**config.mk**
```make
export PLATFORM = sky130hd
export DESIGN_NAME = tqvp_prism_incond
export DESIGN_NICKNAME = d
export VERILOG_FILES = /design/src/rtl/tqvp_prism_incond.sv
export SDC_FILE = /design/constraint.sdc
export NUM_CORES = 1
export LEC_CHECK = 0
export CAP_MARGIN = 10
export CORE_MARGIN = 1.5
export CORE_UTILIZATION = 45
export CTS_CLUSTER_SIZE = 28
export DETAILED_ROUTE_END_ITERATION = 8
export GPL_ROUTABILITY_DRIVEN = 0
export GPL_TIMING_DRIVEN = 0
export PLACE_DENSITY = 0.79
export SYNTH_ARGS = -nofsm -noshare
export SYNTH_HDL_FRONTEND = slang
export SYNTH_SLANG_ARGS = --single-unit
```
**constraint.sdc**
```tcl
create_clock -name clk -period 8.9 [get_ports clk]
set_input_delay 1.78 -clock clk [delete_from_list [all_inputs] [get_ports clk]]
set_output_delay 1.78 -clock clk [all_outputs]
set_load 0.005 [all_outputs]
```
**src/rtl/tqvp_prism_incond.sv**
```systemverilog
// Input conditioning for the PRISM controller: per-channel inversion, prescaled
// glitch filter, edge pulses, sticky edge flags and a level interrupt.
module tqvp_prism_incond #(
   parameter int CHANNELS = 8,
   parameter int FILT_W   = 4
) (
   input  logic                clk,
   input  logic                rst_n,
   input  logic [7:0]          ui_in,
   input  logic [5:0]          address,
   input  logic [31:0]         data_in,
   input  logic [1:0]          data_write_n,
   input  logic [1:0]          data_read_n,
   output logic [31:0]         data_out,
   output logic                data_ready,
   output logic [CHANNELS-1:0] cond_level,
   output logic [CHANNELS-1:0] cond_rise,
   output logic [CHANNELS-1:0] cond_fall,
   output logic                irq
);

   localparam logic [5:0] ADDR_CTRL   = 6'h30;
   localparam logic [5:0] ADDR_STATUS = 6'h34;
   localparam logic [5:0] ADDR_IRQEN  = 6'h38;

   logic [CHANNELS-1:0] enable_r;
   logic [CHANNELS-1:0] invert_r;
   logic [FILT_W-1:0]   thresh_r;
   logic [3:0]          div_r;
   logic [CHANNELS-1:0] rise_en_r;
   logic [CHANNELS-1:0] fall_en_r;
   logic [CHANNELS-1:0] rise_sticky_r;
   logic [CHANNELS-1:0] fall_sticky_r;
   logic [14:0]         pre_r;
   logic                irq_r;

   logic [CHANNELS-1:0] level_r;
   logic [CHANNELS-1:0] rise_r;
   logic [CHANNELS-1:0] fall_r;
   logic [FILT_W-1:0]   cnt_r [CHANNELS];

   logic [CHANNELS-1:0] level_nx_s;
   logic [CHANNELS-1:0] rise_nx_s;
   logic [CHANNELS-1:0] fall_nx_s;
   logic [FILT_W-1:0]   cnt_nx_s [CHANNELS];

   logic                wr_s;
   logic                ctrl_wr_s;
   logic                status_wr_s;
   logic                irqen_wr_s;
   logic [14:0]         mask_s;
   logic                tick_s;
   logic [FILT_W-1:0]   thresh_m1_s;
   logic [CHANNELS-1:0] raw_s;
   logic [CHANNELS-1:0] rise_clr_s;
   logic [CHANNELS-1:0] fall_clr_s;
   logic [31:0]         rd_ctrl_s;
   logic [31:0]         rd_status_s;
   logic [31:0]         rd_irqen_s;
   logic                unused_s;

   assign wr_s        = (data_write_n == 2'b10);
   assign ctrl_wr_s   = wr_s && (address == ADDR_CTRL);
   assign status_wr_s = wr_s && (address == ADDR_STATUS);
   assign irqen_wr_s  = wr_s && (address == ADDR_IRQEN);

   // With div=15 the shift wraps to zero, so the mask becomes all ones.
   assign mask_s = (15'h0001 << div_r) - 15'h0001;
   assign tick_s = ((pre_r & mask_s) == mask_s);

   assign raw_s      = ui_in[CHANNELS-1:0] ^ invert_r;
   assign rise_clr_s = status_wr_s ? data_in[8 +: CHANNELS]  : {CHANNELS{1'b0}};
   assign fall_clr_s = status_wr_s ? data_in[16 +: CHANNELS] : {CHANNELS{1'b0}};

   assign data_ready = 1'b1;
   assign cond_level = level_r;
   assign cond_rise  = rise_r;
   assign cond_fall  = fall_r;
   assign irq        = irq_r;
   assign unused_s   = &{1'b0, data_read_n, data_in, ui_in};

   // Effective threshold minus one; a programmed threshold of zero acts as one.
   always_comb begin
      thresh_m1_s = {FILT_W{1'b0}};
      if (thresh_r == {FILT_W{1'b0}}) begin
         thresh_m1_s = {FILT_W{1'b0}};
      end else begin
         thresh_m1_s = thresh_r - FILT_W'(1);
      end
   end

   // Per-channel stability filter and edge detection.
   always_comb begin
      for (int i = 0; i < CHANNELS; i++) begin
         level_nx_s[i] = level_r[i];
         cnt_nx_s[i]   = cnt_r[i];
         rise_nx_s[i]  = 1'b0;
         fall_nx_s[i]  = 1'b0;
         if (!enable_r[i]) begin
            level_nx_s[i] = 1'b0;
            cnt_nx_s[i]   = {FILT_W{1'b0}};
         end else if (raw_s[i] == level_r[i]) begin
            cnt_nx_s[i] = {FILT_W{1'b0}};
         end else if (tick_s) begin
            if (cnt_r[i] == thresh_m1_s) begin
               level_nx_s[i] = raw_s[i];
               cnt_nx_s[i]   = {FILT_W{1'b0}};
               rise_nx_s[i]  = raw_s[i];
               fall_nx_s[i]  = ~raw_s[i];
            end else begin
               cnt_nx_s[i] = cnt_r[i] + FILT_W'(1);
            end
         end else begin
            cnt_nx_s[i] = cnt_r[i];
         end
      end
   end

   // Filter state, pulses, stickies and interrupt registers.
   always_ff @(posedge clk or negedge rst_n) begin
      if (!rst_n) begin
         level_r       <= {CHANNELS{1'b0}};
         rise_r        <= {CHANNELS{1'b0}};
         fall_r        <= {CHANNELS{1'b0}};
         rise_sticky_r <= {CHANNELS{1'b0}};
         fall_sticky_r <= {CHANNELS{1'b0}};
         irq_r         <= 1'b0;
         for (int i = 0; i < CHANNELS; i++) begin
            cnt_r[i] <= {FILT_W{1'b0}};
         end
      end else begin
         level_r       <= level_nx_s;
         rise_r        <= rise_nx_s;
         fall_r        <= fall_nx_s;
         // Set has priority over a simultaneous write-one-to-clear.
         rise_sticky_r <= (rise_sticky_r & ~rise_clr_s) | rise_nx_s;
         fall_sticky_r <= (fall_sticky_r & ~fall_clr_s) | fall_nx_s;
         irq_r         <= |((rise_sticky_r & rise_en_r) | (fall_sticky_r & fall_en_r));
         for (int i = 0; i < CHANNELS; i++) begin
            cnt_r[i] <= cnt_nx_s[i];
         end
      end
   end

   // Prescaler: free-running, restarted by any CTRL write to align tick phase.
   always_ff @(posedge clk or negedge rst_n) begin
      if (!rst_n) begin
         pre_r <= 15'h0000;
      end else if (ctrl_wr_s) begin
         pre_r <= 15'h0000;
      end else begin
         pre_r <= pre_r + 15'h0001;
      end
   end

   // Configuration registers; only 32-bit writes are accepted.
   always_ff @(posedge clk or negedge rst_n) begin
      if (!rst_n) begin
         enable_r  <= {CHANNELS{1'b0}};
         invert_r  <= {CHANNELS{1'b0}};
         thresh_r  <= {FILT_W{1'b0}};
         div_r     <= 4'h0;
         rise_en_r <= {CHANNELS{1'b0}};
         fall_en_r <= {CHANNELS{1'b0}};
      end else begin
         if (ctrl_wr_s) begin
            enable_r <= data_in[0 +: CHANNELS];
            invert_r <= data_in[8 +: CHANNELS];
            thresh_r <= data_in[16 +: FILT_W];
            div_r    <= data_in[23:20];
         end
         if (irqen_wr_s) begin
            rise_en_r <= data_in[0 +: CHANNELS];
            fall_en_r <= data_in[8 +: CHANNELS];
         end
      end
   end

   // Zero-extended register images for readback.
   always_comb begin
      rd_ctrl_s                    = 32'h0000_0000;
      rd_ctrl_s[0 +: CHANNELS]     = enable_r;
      rd_ctrl_s[8 +: CHANNELS]     = invert_r;
      rd_ctrl_s[16 +: FILT_W]      = thresh_r;
      rd_ctrl_s[23:20]             = div_r;
      rd_status_s                  = 32'h0000_0000;
      rd_status_s[0 +: CHANNELS]   = level_r;
      rd_status_s[8 +: CHANNELS]   = rise_sticky_r;
      rd_status_s[16 +: CHANNELS]  = fall_sticky_r;
      rd_irqen_s                   = 32'h0000_0000;
      rd_irqen_s[0 +: CHANNELS]    = rise_en_r;
      rd_irqen_s[8 +: CHANNELS]    = fall_en_r;
   end

   // Read mux: side-effect free and combinational from address.
   always_comb begin
      data_out = 32'h0000_0000;
      case (address)
         ADDR_CTRL:   data_out = rd_ctrl_s;
         ADDR_STATUS: data_out = rd_status_s;
         ADDR_IRQEN:  data_out = rd_irqen_s;
         default:     data_out = 32'h0000_0000;
      endcase
   end

endmodule

```
==> summary.txt <==
Drt
  – WL met2: 10,740 µm
  – Detail Route Antenna Nets: 0
  – WL met1: 10,140 µm
  – Routed WL: 23,590 µm
  – DRT Pass-1 Iters: 5
  – DRC: 0
  – Via density per instance: 6.291
  – Highest routing layer actually used: met4
  – Initial drt markers: 780
  – DR vias: 7,191
  – WL/cell: 20.63 µm
  – Met3 Routed Length: 1966 µm

STA
  – Post-Route Setup TNS: 0 ns
  – FMAX: 154.6 MHz
  – Fin. Hold Viols: 0
  – Slew Viols, Final: 0
  – Fin crit share: 0.7267
  – Hold_ws: 0.5330 ns
  – Worst Clk Skew: 0.01187 ns
  – RSZ-0062 raised after global routing: no
  – Min Clock Period, post-route: 6.468 ns
  – Worst slew pin tran: 1.107 ns
  – Relative slew slack: 0.2558
  – Final setup violation count: 0

Worst setup path
  – Startpoint Class: input pin
  – Crit. path cell count: 6
  – Crit-path cells: clkdlybuf4s50_1 -> clkbuf_1 -> buf_1 -> mux2i_1 -> o21ai_0 -> clkdlybuf4s50_1
  – Worst Path Buf+Inv: 4
  – Critical Path Max Stage Delay: 0.76 ns
  – Worst r2r path cells: 12
  – CP endpoint kind: output port
  – WS Path Type: in -> out
  – CP top delay family: buffers and inverters
  – Worst EP arrival: 4.69 ns
  – Worst Path Max Fanout: 10
  – CP most frequent cell: clkdlybuf4s50_1
  – Slowest-stage cell, CP: buf_1
  – CP required: 7.12 ns

Cells and area
  – Fill count: 1,393
  – Area taken by multi-input logic gates: 0.004183 mm²
  – FF+latch area: 0.003203 mm²
  – Antenna diodes: 0
  – NumNets Final: 972
  – Area grow syn2layout: 24.13%
  – Layout cells sized above 1: 0.1181

Synthesis
  – Synth Area in Adders: 0.01626
  – Compound-Gate Fraction of Synth Area: 0.1705
  – Number of distinct library cells after synthesis: 64
  – Largest family of logic cells by synthesized area: simple AND/OR/NAND/NOR gates
  – Primary FF master, synth: dfrtp_1
  – Ys Warns: 0
  – Register bit total from synthesis: 128
  – Post-synth EDFFs: 0
  – Register area share after synthesis: 0.4162
  – Top cell type's share of synthesized area: 0.4162
  – Xor and xnor area share after synthesis: 0.03414
  – Synth top cells by count: dfrtp_1 (128), nand2_1 (59), o21ai_0 (47)
  – Leading area contributor after synthesis: dfrtp_1
  – Mapped Cells: 793
  – Simple-Gate Fraction of Synth Area: 0.2227
  – Async S/R FF share, synth: 1.000
  – Mux share of post-synthesis cell area: 0.09462
  – Netlist Area Pre-Place: 0.007696 mm²
  – Mean Syn Cell Area: 9.705 µm²
  – Count leader, synth: dfrtp_1
  – Synth top area cells: dfrtp_1 (42%), mux2_2 (5.6%), mux2i_1 (3.9%), o21ai_0 (3.1%), nand2_1 (2.9%)

GRT
  – Vias in the first global route: 6,889
  – Largest net degree at the start of global routing: 91
  – Global-route wire length before repair: 37,790 µm
  – Initial antenna violation count: 0
  – GRT Residual Overflow: 0
  – Gr usage total: 0.2719

Power
  – Pwr Density: 180.5 mW/mm²
  – Total Power: 1.724 mW
  – Psw: 0.5365 mW
  – P_leak: 4.005 nW
  – Peak VDD IR: 0.1271 mV
  – Clk pwr share: 0.429
  – Internal Pwr Total: 1.187 mW
  – Switching Share: 0.3112
  – Flop pwr share: 0.383
  – Comb power frac: 0.188

CTS
  – TritonCTS clock tree: yes
  – # resized after CTS: 0
  – Clk_lat worst skew: 0.43 ns
  – Hold_buf cts: 0
  – CTS max path bufs: 2
  – H-tree level count: 4
  – Clock transition at path regs: 0.06 ns
  – Post-CTS Setup Repair Bufs: 0
  – Clk sinks: 128
  – CTS Buf Count: 17
  – Root Driver: clkbuf_16

Flow run
  – Max-Cap Viols: 0

Place
  – Detailed placer's ending HPWL: 16,330 µm
  – Port bufs: 90

Worst hold path
  – WHS Path Cells: 1
  – Worst hold path type: reg -> reg

Floorplanning
  – Starting Density: 0.4624
  – Ports: 110
  – Core area: 0.01664 mm²
  – FP Rows: 47
  – Die area: 0.01790 mm²
  – Die height: 133.8 µm
  – Die X: 133.8 µm

Status
  – Status: finished clean
-- sequential cells by signal (all words and copies together), names as in the netlist --
| register | flops |
|---|---|
| cnt_r | 32 |
| cond_fall | 8 |
| cond_level | 8 |
| cond_rise | 8 |
| div_r | 4 |
| enable_r | 8 |
| fall_en_r | 8 |
| fall_sticky_r | 8 |
| invert_r | 8 |
| irq | 1 |
| pre_r | 15 |
| rise_en_r | 8 |
| rise_sticky_r | 8 |
| thresh_r | 4 |
-- metrics by stage --
step	cells	util	cell area (µm²)	worst slack (ns)
after detailed placement	1111	0.5368	8934	2.511
final	1143	0.5740	9553	2.432
after CTS	1143	0.5740	9553	2.495
after global placement	1110	0.5347	8899	0.8556
after floorplan	800	-	7722	4.142
after global routing	1143	0.5740	9553	2.420
-- layout make-up --
| class | count | area share |
|---|---|---|
| inverters | 5 | 0.001965 |
| well taps | 220 | 0.02881 |
| repair buffers | 91 | 0.09732 |
| clock inverters | 13 | 0.01847 |
| clock buffers | 19 | 0.04637 |
| plain buffers | 65 | 0.03392 |
| multi-input cells | 602 | 0.4379 |
| flip-flops and latches | 128 | 0.3353 |
-- worst paths after layout --
kind | slack, ns | endpoint | start
worst max register to register | 4.87 | cond_level[1] | div_r[0]
worst min register to register | 0.53 | fall_sticky_r[1] | fall_sticky_r[1]
min in group asynchronous | 1.25 | cnt_r[20] | rst_n
worst max-delay path | 2.43 | data_out[5] | address[3]
max in group asynchronous | 6.87 | fall_en_r[2] | rst_n
worst min-delay path | 0.53 | fall_sticky_r[1] | fall_sticky_r[1]
-- power groups by stage --
stage	clock (mW)	sequential [mW]	combinational, mW
3_5_place_dp	0	0.668	0.315
6_report	0.740	0.660	0.324
5_1_grt	0.769	0.665	0.348
4_1_cts	0.747	0.659	0.316
3_3_place_gp	0	0.667	0.307
2_1_floorplan	0	0.656	0.208
-- cell families after synthesis --
kind of cell | Yosys count
XOR/XNOR | 30
AND/OR/NAND/NOR | 291
flip-flops | 128
multiplexers | 68
adder cells (fa/ha/maj) | 10
other | 2
AO/OA/AOI/OAI | 194
buffers and inverters | 70
-- per-layer routing --
layer / up-vias / track usage
met4: 0 / 0.1111
li1: 3216 / -
met5: - / 0
met1: 3532 / 0.3770
met3: 57 / 0.06538
met2: 386 / 0.4092
-- worst register-to-register path, stage by stage (launching register included) --
cell and delay, ns:
dfrtp_1 0.41, buf_4 0.19, or2_1 0.24, or3_1 0.32, ha_1 0.30, buf_4 0.21, nand2_1 0.08, nor3_1 0.04
a2111o_1 0.41, nor4_2 0.92, buf_2 0.43, nand4_1 0.17, o211a_1 0.18
-- cells in the final DEF, fill, tap and decap left out, types with 9 or more instances in the layout --
cell and count:
nor4_1 10, ha_1 10, a22o_1 12, nor3b_1 11, conb_1 9, o21ai_0 47
dfrtp_1 128, clkbuf_1 39, a32o_1 12, nand2_1 59, buf_4 12, o21a_1 9
and3b_1 16, nor3_1 20, nand3_1 31, nand4_1 21, mux2_2 38, nor2_1 38
xnor2_1 22, nand2b_1 17, clkbuf_16 17, buf_2 10, mux2i_1 30, and3_1 17
a21oi_1 43, clkdlybuf4s50_1 89
Power figures use the tool's default switching activity.
